## config.mk

```make
export PLATFORM = sky130hd
export DESIGN_NAME = button_event_decoder
export DESIGN_NICKNAME = d
export VERILOG_FILES = /design/src/rtl/button_event_decoder.sv
export SDC_FILE = /design/constraint.sdc
export NUM_CORES = 1
export LEC_CHECK = 0
export ABC_AREA = 0
export BUFFER_PORTS_ARGS = -buffer_cell sky130_fd_sc_hd__buf_2
export CAP_MARGIN = 20
export CORE_MARGIN = 5
export CORE_UTILIZATION = 58
export DETAILED_ROUTE_END_ITERATION = 12
export GPL_TIMING_DRIVEN = 0
export MAX_ROUTING_LAYER = met4
export PLACE_DENSITY = 0.78
export SKIP_LAST_GASP = 1
export SLEW_MARGIN = 15
export SYNTH_ARGS = -nofsm -noshare
export SYNTH_HDL_FRONTEND = slang
export SYNTH_SLANG_ARGS = --single-unit
```

## constraint.sdc

```tcl
create_clock -name clk -period 2.09 [get_ports clk]
set_clock_uncertainty 0.05 [all_clocks]
set_input_delay 0.209 -clock clk [delete_from_list [all_inputs] [get_ports clk]]
set_output_delay 0.209 -clock clk [all_outputs]
set_load 0.01 [all_outputs]
```

## src/rtl/button_event_decoder.sv

```systemverilog
// button_event_decoder: debounces five pushbuttons and emits held levels plus
// press, release, long-press and U-while-C chord pulses.
module button_event_decoder #(
    parameter int DEBOUNCE_CYCLES = 1000000,
    parameter int LONG_CYCLES     = 100000000
) (
    input  logic       clk,
    input  logic       rst_n,
    input  logic       btnC,
    input  logic       btnU,
    input  logic       btnL,
    input  logic       btnR,
    input  logic       btnD,
    output logic [4:0] held,
    output logic [4:0] press,
    output logic [4:0] released,
    output logic [4:0] long_press,
    output logic       chord_uc
);
    localparam int DW = $clog2(DEBOUNCE_CYCLES);
    localparam int LW = $clog2(LONG_CYCLES);
    localparam logic [DW-1:0] D_LAST = DW'(DEBOUNCE_CYCLES - 1);
    localparam logic [LW-1:0] L_LAST = LW'(LONG_CYCLES - 1);
    localparam logic [LW-1:0] L_PRE  = LW'(LONG_CYCLES - 2);

    typedef enum logic [1:0] {IDLE, PRESS_WAIT, HELD, REL_WAIT} state_t;

    logic [4:0] raw, sync1, sync, press_nx;

    assign raw = {btnD, btnR, btnL, btnU, btnC};

    always_ff @(posedge clk or negedge rst_n) begin
        if (!rst_n) begin
            sync1 <= '0;
            sync  <= '0;
        end else begin
            sync1 <= raw;
            sync  <= sync1;
        end
    end

    for (genvar i = 0; i < 5; i++) begin : g_btn
        state_t        state, state_nx;
        logic [DW-1:0] dcnt, dcnt_nx;
        logic [LW-1:0] lcnt, lcnt_nx;
        logic          p_nx, r_nx, l_nx, p_q, r_q, l_q;

        always_ff @(posedge clk or negedge rst_n) begin
            if (!rst_n) begin
                state <= IDLE;
                dcnt  <= '0;
                lcnt  <= '0;
                p_q   <= 1'b0;
                r_q   <= 1'b0;
                l_q   <= 1'b0;
            end else begin
                state <= state_nx;
                dcnt  <= dcnt_nx;
                lcnt  <= lcnt_nx;
                p_q   <= p_nx;
                r_q   <= r_nx;
                l_q   <= l_nx;
            end
        end

        always_comb begin
            state_nx = state;
            dcnt_nx  = dcnt;
            lcnt_nx  = lcnt;
            p_nx     = 1'b0;
            r_nx     = 1'b0;
            l_nx     = 1'b0;
            case (state)
                IDLE: if (sync[i]) begin
                    state_nx = PRESS_WAIT;
                    dcnt_nx  = '0;
                end
                PRESS_WAIT: if (!sync[i]) begin
                    state_nx = IDLE;
                end else if (dcnt == D_LAST) begin
                    state_nx = HELD;
                    p_nx     = 1'b1;
                    lcnt_nx  = '0;
                end else begin
                    dcnt_nx = dcnt + 1'b1;
                end
                HELD: if (!sync[i]) begin
                    state_nx = REL_WAIT;
                    dcnt_nx  = '0;
                end else if (lcnt != L_LAST) begin
                    lcnt_nx = lcnt + 1'b1;
                    l_nx    = (lcnt == L_PRE);
                end
                // a bounce back to HELD leaves the long counter untouched
                REL_WAIT: if (sync[i]) begin
                    state_nx = HELD;
                end else if (dcnt == D_LAST) begin
                    state_nx = IDLE;
                    r_nx     = 1'b1;
                end else begin
                    dcnt_nx = dcnt + 1'b1;
                end
                default: state_nx = IDLE;
            endcase
        end

        assign press_nx[i]   = p_nx;
        assign held[i]       = (state == HELD) || (state == REL_WAIT);
        assign press[i]      = p_q;
        assign released[i]   = r_q;
        assign long_press[i] = l_q;
    end

    always_ff @(posedge clk or negedge rst_n) begin
        if (!rst_n) chord_uc <= 1'b0;
        else        chord_uc <= press_nx[1] & held[0];
    end
endmodule

```

Word level (Yosys, flattened, before mapping) --
Index checks and enable logic that the tools add are counted. Widths: inputs -> output; s select.
Word-level totals: register bits after elaboration 271, latch bits 0, RAM bits 0, ROM bits 0, output and inout port bits 21, word-level logic and storage cells 279, memories kept 0
Cells by class: add/subtract/negate cells 10, $mul 0, div/mod/pow operators 0, magnitude comparators 0, equal/unequal tests 75, shift-type cells 0, multiplexer cells 130, bitwise operators 1, reductions and logical operators 30
Operators by type and width (count):
- $mux 27 | 20
- $mux 20 | 25
- $pmux 20 s4 | 5
- $pmux 27 s2 | 5
- $add 27x1->27 const B | 5
- $eq 27x27->1 const B | 5
- $ne 27x27->1 const B | 5
- $add 20x1->20 const B | 5
- $eq 20x20->1 const B | 5
- $ne 2x2->1 const B | 35
- $mux 2 | 30
- $mux 1 | 40
- $pmux 2 s4 | 5
- $reduce_and 4->1 | 10
- $ne 3x3->1 const B | 10
- $reduce_and 5->1 | 5
- $eq 2x2->1 const B | 10
- $eq 2x1->1 const B | 5
- $logic_not 2->1 | 5
- $reduce_bool 2->1 | 5
- $logic_or 1x1->1 | 5
- $and 1x1->1 | 1

Logic depth before layout (Yosys ltp) --
Gate-level depths: netlist (run 1).
word-level depth 5, gate-level depth with buffers 8, gate-level depth less buffers 7

Worst setup path before layout (run 1) --
Ideal clock, no wire load.
path type reg-to-reg, from register g_btn[1].lcnt[10], to register g_btn[1].lcnt[22], arrival time 2.098 ns, required time 1.916 ns, slack -0.182 ns, cell stages (with the launch flop) 8, buffers on the path 2, clock period less this slack 2.272 ns, cell sequence dfrtp_1 -> buf_6 -> or4_4 -> or4_4 -> o21a_1 -> buf_6 -> and3_1 -> a211o_1
On the way: longest elaborated chain between the ends 4
RTL lines:
- from (decl) | line 45 | logic [LW-1:0] lcnt, lcnt_nx;
- from (signal assigned) | line 59 | lcnt <= lcnt_nx;
- $add 27x1->27 | line 91 | lcnt_nx = lcnt + 1'b1;
- $mux 27 | line 90 | end else if (lcnt != L_LAST) begin
- $mux 27 | line 87 | HELD: if (!sync[i]) begin
- $pmux 27 s2 | line 73 | case (state)
Parallel ways exist; a longest one is shown, timed or not. The select of a mux whose other input is x is not followed. A chain may end at the register's enable or synchronous reset.

Worst setup path in the final report (run 1) --
from register g_btn[1].lcnt[17], to register g_btn[1].lcnt[18]
Same word-level chain as after synthesis.

==> results of run 1 <==
-- cell families (layout without fill, tap and decap cells) --
kind of cell / Yosys count / count (layout) / synth area share [%]
AND/OR/NAND/NOR: 762 / 762 / 27.8
XOR/XNOR: 56 / 56 / 3.21
buffers and inverters: 160 / 383 / 4.88
AO/OA/AOI/OAI: 394 / 394 / 17.1
multiplexers: 19 / 19 / 1.31
flip-flops: 271 / 271 / 44.4
adder cells (fa/ha/maj): 15 / 15 / 1.23
-- worst min-delay path by stage --
stage                                 end  slack [ps]  cells after the start
6_report                g_btn[2].dcnt[10]         190                      2
5_1_grt                 g_btn[2].dcnt[10]         250                      2
4_1_cts                 g_btn[2].dcnt[10]         240                      2
3_5_place_dp            g_btn[2].dcnt[10]         210                      1
3_3_place_gp                     sync1[1]         270                      1
2_1_floorplan  asynchronous set/reset pin        -140                      0
-- power by group through the flow --
stage          clock network (mW)  logic (mW)  registers [mW]
6_report                     5.23       0.384            5.37
5_1_grt                      5.54       0.438            5.38
4_1_cts                      5.27       0.370            5.37
3_5_place_dp                    0       0.346            5.46
3_3_place_gp                    0       0.319            5.46
2_1_floorplan                   0       0.169            5.45
-- placed cells by master, fill, tap and decap left out, drive strengths merged, types with 9 or more instances in the layout --
| cell | count |
|---|---|
| a211o | 23 |
| a21o | 16 |
| a21oi | 73 |
| a31oi | 69 |
| a41oi | 12 |
| and2 | 18 |
| and3 | 51 |
| and4 | 33 |
| buf | 234 |
| clkbuf | 81 |
| dfrtp | 271 |
| ha | 15 |
| inv | 52 |
| mux2i | 11 |
| nand2 | 157 |
| nand2b | 12 |
| nand3 | 96 |
| nand4 | 63 |
| nor2 | 103 |
| nor2b | 9 |
| nor3 | 56 |
| nor3b | 9 |
| nor4 | 41 |
| nor4b | 10 |
| o211ai | 21 |
| o21ai | 90 |
| o31ai | 15 |
| or3 | 34 |
| or4 | 35 |
| xnor2 | 42 |
| xor2 | 14 |
-- layer usage --
| layer | GRT usage, % | vias to the layer above | part of all wire [%] |
|---|---|---|---|
| met5 | - | - | 0 |
| met4 | 7.31 | 0 | 3.1 |
| met3 | 3.34 | 167 | 6.4 |
| met2 | 41.7 | 661 | 49 |
| met1 | 36.5 | 7249 | 41 |
| li1 | - | 6716 | - |
-- registers in the layout, indices dropped and copies added (netlist names), named ones only --
name / cells
sync1: 5
g_btn.dcnt: 100
sync: 5
g_btn.p_q: 5
g_btn.lcnt: 135
g_btn.state: 5
g_btn.l_q: 5
g_btn.r_q: 5
chord_uc: 1
-- stage by stage --
step                      TNS (ps)  power (mW)  util, %  instance area [um2]  instances
after CTS                    -8490        11.0     70.4                18300       2168
final                       -11510        11.0     75.4                19600       2235
after detailed placement    -51130        5.81     61.5                16000       2041
after floorplan              -2160        5.61        -                15400       1677
after global placement    -1179650        5.78     61.2                15900       2039
after global routing        -15800        11.4     75.4                19600       2235
-- cell type report --
cell class	instances	area (um2)	area share [%]
clock inverters	11	148	0.754
repair buffers	190	1630	8.31
plain buffers	90	657	3.35
flip-flops and latches	271	6820	34.8
well taps	335	419	2.14
clock buffers	41	811	4.14
multi-input cells	1246	8910	45.5
inverters	51	191	0.978
-- repair_timing --
item                                   in CTS  in global routing
hold buffers                                6                  0
setup endpoints to repair                 182                221
pin swaps                                  59                 77
cloned                                      8                  4
buffers inserted                           73                 72
endpoints found under the hold margin      95                  0
gates resized for setup                   176                192
==> metrics.md, run 1 <==
| Metric | Value |
|---|---|
| Sequential share of power | about half |
| H-tree Lvls | 1 |
| Largest net degree at the start of global routing | 94 |
| GR Util All Layers | between 20% and 30% |
| Setup crit end | g_btn[1].lcnt[18] |
| R2R Path End | g_btn[1].lcnt[18] |
| Failing checks | setup timing |
| CTS clk-pin slew, worst paths | roughly 60 ps |
| DR vias | between 10k and 15k |
| Die X | approximately 170 um |
| CTS Root Cell | clkbuf_16 |
| Lkg Pwr | around 8.3 nW |
| Post-synth top cells | dfrtp_1, nand2_1, nor2_1 |
| Final hold violations | 0 |
| Post-synth EDFFs | 0 |
| Fin crit period | between 2000 and 2500 ps |
| Clock buffer count from CTS | 29 |
| Via density | ~6.6 |
| Worst EP arrival | about 2900 ps |
| Synthesized instance count | ~1.7k |
| First-pass GRT wire length | 65100 um |
| Yosys cell types | 75 |
| Die area | 29700 um2 |
| CTS tree | done |
| Worst hold slack | 195 ps |
| MaxCap Viol Count | 0 |
| Dominant synthesized flop cell | dfrtp_1 |
| R2R Setup Slk | -380 ps |
| Combined buffer and inverter count along the critical path | 2 |
| Synth Area per Inst | 9.10 um2 |
| Cell Area, Synth | 15300 um2 |
| Worst Tran Pin Value | between 700 and 800 ps |
| Internal power | 8.51 mW |
| Fraction of layout cells with a size suffix above 1 | a little over a quarter |
| Synthesis-to-layout area growth | 28.3% |
| Cell Pwr Density | roughly 560 nW/um2 |
| Die height | between 150 and 200 um |
| Most common cell in the netlist | dfrtp_1 |
| IO Count | 28 |
| RSZ-0062 raised after global routing | yes |
| Synth top area cells | dfrtp_1, nand2_1, nand3_1 |
| Endpoint class of the critical path | register |
| Hpwl dp | roughly 23000 um |
| Total congestion overflow | 0 |
| Syn_nets | ~1.7k |
| Max VDD drop | 0.724 mV |
| DR pass1 iterations | 6 |
| Worst-path fanout max | 5 |
| Place WS | -702 ps |
| DRC | 0 |
| Slew margin rel. | 47.8% |
| Gpl congestion | between 0.9 and 1 |
| Crit-path cells | or4_4, or4_4, o21ai_4, buf_6, nand2_4, buf_6, a31oi_1 |
| Seq/Total Area, Yosys | between 40 and 50% |
| Core ar. | 26000 um2 |
| Crit share post-route | 118% |
| Critical path depth in cells | 7 |
| CTS max path bufs | 3 |
| Comb power frac | around 3.5% |
| Reg-to-reg critical path startpoint | g_btn[1].lcnt[17] |
| Fin nets | around 1.9k |
| Sw Ratio | 22.6% |
| Synth warnings | 0 |
| Net Sw Power | 2.48 mW |
| Final Setup Violations | 67 |
| Outcome | finished with violations |
| Vias in the first global route | 13.5k |
| Asr flop ratio synth | between 90% and 100% |
| Clock power frac | 47.6% |
| Worst Path Required | about 2500 ps |
| # diodes | 0 |
| PnR worst setup slack | -378 ps |
| # port buffers | 27 |
| CP startpoint kind | register |
| Worst path top cell family by delay | simple AND/OR/NAND/NOR gates |
| Fmax | approximately 410 MHz |
| Reg2reg path depth | 7 |
| Slowest CP cell | or4_4 |
| Starting DRC count in detailed routing | 1639 |
| Antenna violations before repair | 0 |
| Hold Path Class | in2async |
| TritonCTS Sinks | between 200 and 300 |
| Start point of the critical path | g_btn[1].lcnt[17] |
| Row cnt | 59 |
| Final antenna-violating net count | 0 |
| Max-slew violations | 0 |
| Worst-skew pair later-pin latency | approximately 540 ps |
| Initial Util | between 50% and 60% |
| CP peak stage delay | 550 ps |
| FILL cells | 1654 |
| Post-synth top area cell | dfrtp_1 |
| Critical path class | reg2reg |
| Final WL | approximately 43000 um |
| Synthesized flop and latch total | approximately 270 |
| Synth top area share | 44.4% |
| WL per Instance | 19.4 um |
No activity file was read; power rests on OpenSTA's default activity.
==> run 2, diff against run 1 <==
--- a/config.mk
+++ b/config.mk
@@ -8,10 +8,12 @@
 export ABC_AREA = 0
 export BUFFER_PORTS_ARGS = -buffer_cell sky130_fd_sc_hd__buf_2
 export CAP_MARGIN = 20
+export CORE_ASPECT_RATIO = 1.25
 export CORE_MARGIN = 5
 export CORE_UTILIZATION = 58
 export DETAILED_ROUTE_END_ITERATION = 12
 export GPL_TIMING_DRIVEN = 0
+export HOLD_SLACK_MARGIN = 0.1
 export MAX_ROUTING_LAYER = met4
 export PLACE_DENSITY = 0.78
 export SKIP_LAST_GASP = 1
==> metrics.md, run 2 (synthesis results as in run 1) <==
| Metric | Value |
|---|---|
| Outcome | finished with violations |
| Failing checks | setup timing |
| Final WL | ~40000 um |
| IO Count | 28 |
| Setup crit end | g_btn[1].lcnt[22] |
| PnR worst setup slack | -274 ps |
| MaxCap Viol Count | 0 |
| DR pass1 iterations | 5 |
| Reg2reg path depth | 6 |
| Worst Path Required | 2480 ps |
| Crit share post-route | 113% |
| Hpwl dp | around 23000 um |
| Die height | approximately 190 um |
| CTS Root Cell | clkbuf_16 |
| Largest regs | g_btn.lcnt: 135 flops, g_btn.dcnt: 100 flops |
| Design area | approximately 19000 um2 |
| Cell Pwr Density | approximately 580 nW/um2 |
| Largest net degree at the start of global routing | ~100 |
| Via density | between 6 and 7 |
| Total congestion overflow | 0 |
| Vias in the first global route | 13.8k |
| Synthesis-to-layout area growth | 27.1% |
| Placed Area | ~16000 um2 |
| Endpoint class of the critical path | register |
| CTS tree | done |
| R2R Path End | g_btn[1].lcnt[22] |
| Max-slew violations | 0 |
| Fin crit period | ~2400 ps |
| Lkg Pwr | about 8.2 nW |
| Fmax | 423 MHz |
| GR Util All Layers | about a quarter |
| WL per Instance | ~18 um |
| CTS clk-pin slew, worst paths | around 60 ps |
| Die area | around 30000 um2 |
| Commonest non-fill, non-tap cell in the layout | dfrtp_1 |
| Start point of the critical path | g_btn[1].lcnt[19] |
| Worst-path fanout max | 6 |
| Final hold violations | 0 |
| Place WS | -632 ps |
| Die X | between 150 and 200 um |
| # diodes | 0 |
| Initial Util | about three fifths |
| Row cnt | 66 |
| Gpl congestion | 0.930 |
| Fin nets | between 1.5k and 2k |
| Most frequent CP cell | or4_4 |
| Most frequent cells in the layout | dfrtp_1, nand2_1, buf_4 |
| DR vias | ~14k |
| Pwr Total | between 10 and 15 mW |
| Critical path class | reg2reg |
| Starting DRC count in detailed routing | approximately 1.1k |
| Worst Tran Pin Value | approximately 770 ps |
| CTS max path bufs | 3 |
| Clock buffer count from CTS | 29 |
| Final non-filler cell total | around 2.2k |
| Max VDD drop | 0.672 mV |
| # port buffers | 27 |
| Slew margin rel. | between 40% and 50% |
| R2R Setup Slk | -270 ps |
| Worst-skew pair later-pin latency | ~550 ps |
| First-pass GRT wire length | 65200 um |
| TritonCTS Sinks | between 200 and 300 |
| Placed instance count | a little over 2k |
| Max reg flops | between 100 and 150 |
| H-tree Lvls | 1 |
| RSZ-0062 raised after global routing | yes |
| Worst EP arrival | about 2800 ps |
| Reg-to-reg critical path startpoint | g_btn[1].lcnt[19] |
| FILL cells | about 1.7k |
| Slowest CP cell | or4_4 |
| Biggest register | g_btn.lcnt |
| Final Setup Violations | between 50 and 60 |
| CP startpoint kind | register |
| Core ar. | 26000 um2 |
| Antenna violations before repair | 0 |
| Fraction of layout cells with a size suffix above 1 | 26.4% |
| Final antenna-violating net count | 0 |
| Crit-path cells | or4_4, or4_4, o21a_4, buf_8, and3_1, a211o_1 |
| CP peak stage delay | about 550 ps |
| Hold Path Class | in2async |
| DRC | 0 |
==> run 2: critical path, delay by kind of cell, from the launching register on <==
| kind | cells | cell delay [ps] |
|---|---|---|
| flops | 1 | 410 |
| compound gates | 2 | 470 |
| simple gates | 3 | 1180 |
| buf+inv | 1 | 140 |
==> run 2: layout make-up <==
type	instances	area [um2]	area share, %
sequential	271	6820	35.1
clock buffer	38	790	4.07
clock inverter	13	208	1.07
buffer	86	613	3.16
inverter	51	191	0.987
timing repair buffer	161	1350	6.95
multi-input combinational	1246	9010	46.4
tap	340	425	2.19
==> run 2: what timing repair did <==
action	CTS	global route
gates resized for setup	174	196
pin swaps	68	73
gates cloned	9	3
buffers inserted	76	40
endpoints found under the hold margin	87	0
setup endpoints to repair	178	216
hold buffers	6	0
==> run 2: per-layer routing <==
metal	wire, um	vias up	GRT usage, %
met5	0	-	-
met4	1310	0	8.46
met3	2050	122	2.94
met2	21000	516	45.1
met1	16000	7037	32.4
li1	-	6638	-
==> run 2: worst min path at each step <==
| stage | endpoint | cells after the start |
|---|---|---|
| 3_5_place_dp | g_btn[0].lcnt[25] | 1 |
| 5_1_grt | sync1[0] | 2 |
| 3_3_place_gp | sync1[3] | 1 |
| 4_1_cts | g_btn[0].l_q | 2 |
| 6_report | g_btn[0].l_q | 2 |
| 2_1_floorplan | asynchronous set/reset pin | 0 |
==> run 2: per-stage QoR <==
stage / setup TNS, ps / util [%] / hold slack (ps)
after floorplan: -2160 / - / -137
after global placement: -1195550 / 61.2 / 266
after detailed placement: -55150 / 61.4 / 203
after CTS: -6640 / 70.7 / 203
after global routing: -12180 / 74.6 / 234
final: -7880 / 74.6 / 184
==> run 2: power breakdown <==
part / total, mW / switching (mW) / internal (mW)
clock: 5.40 / 2.13 / 3.27
sequential: 5.37 / 0.0670 / 5.31
combinational: 0.389 / 0.258 / 0.131
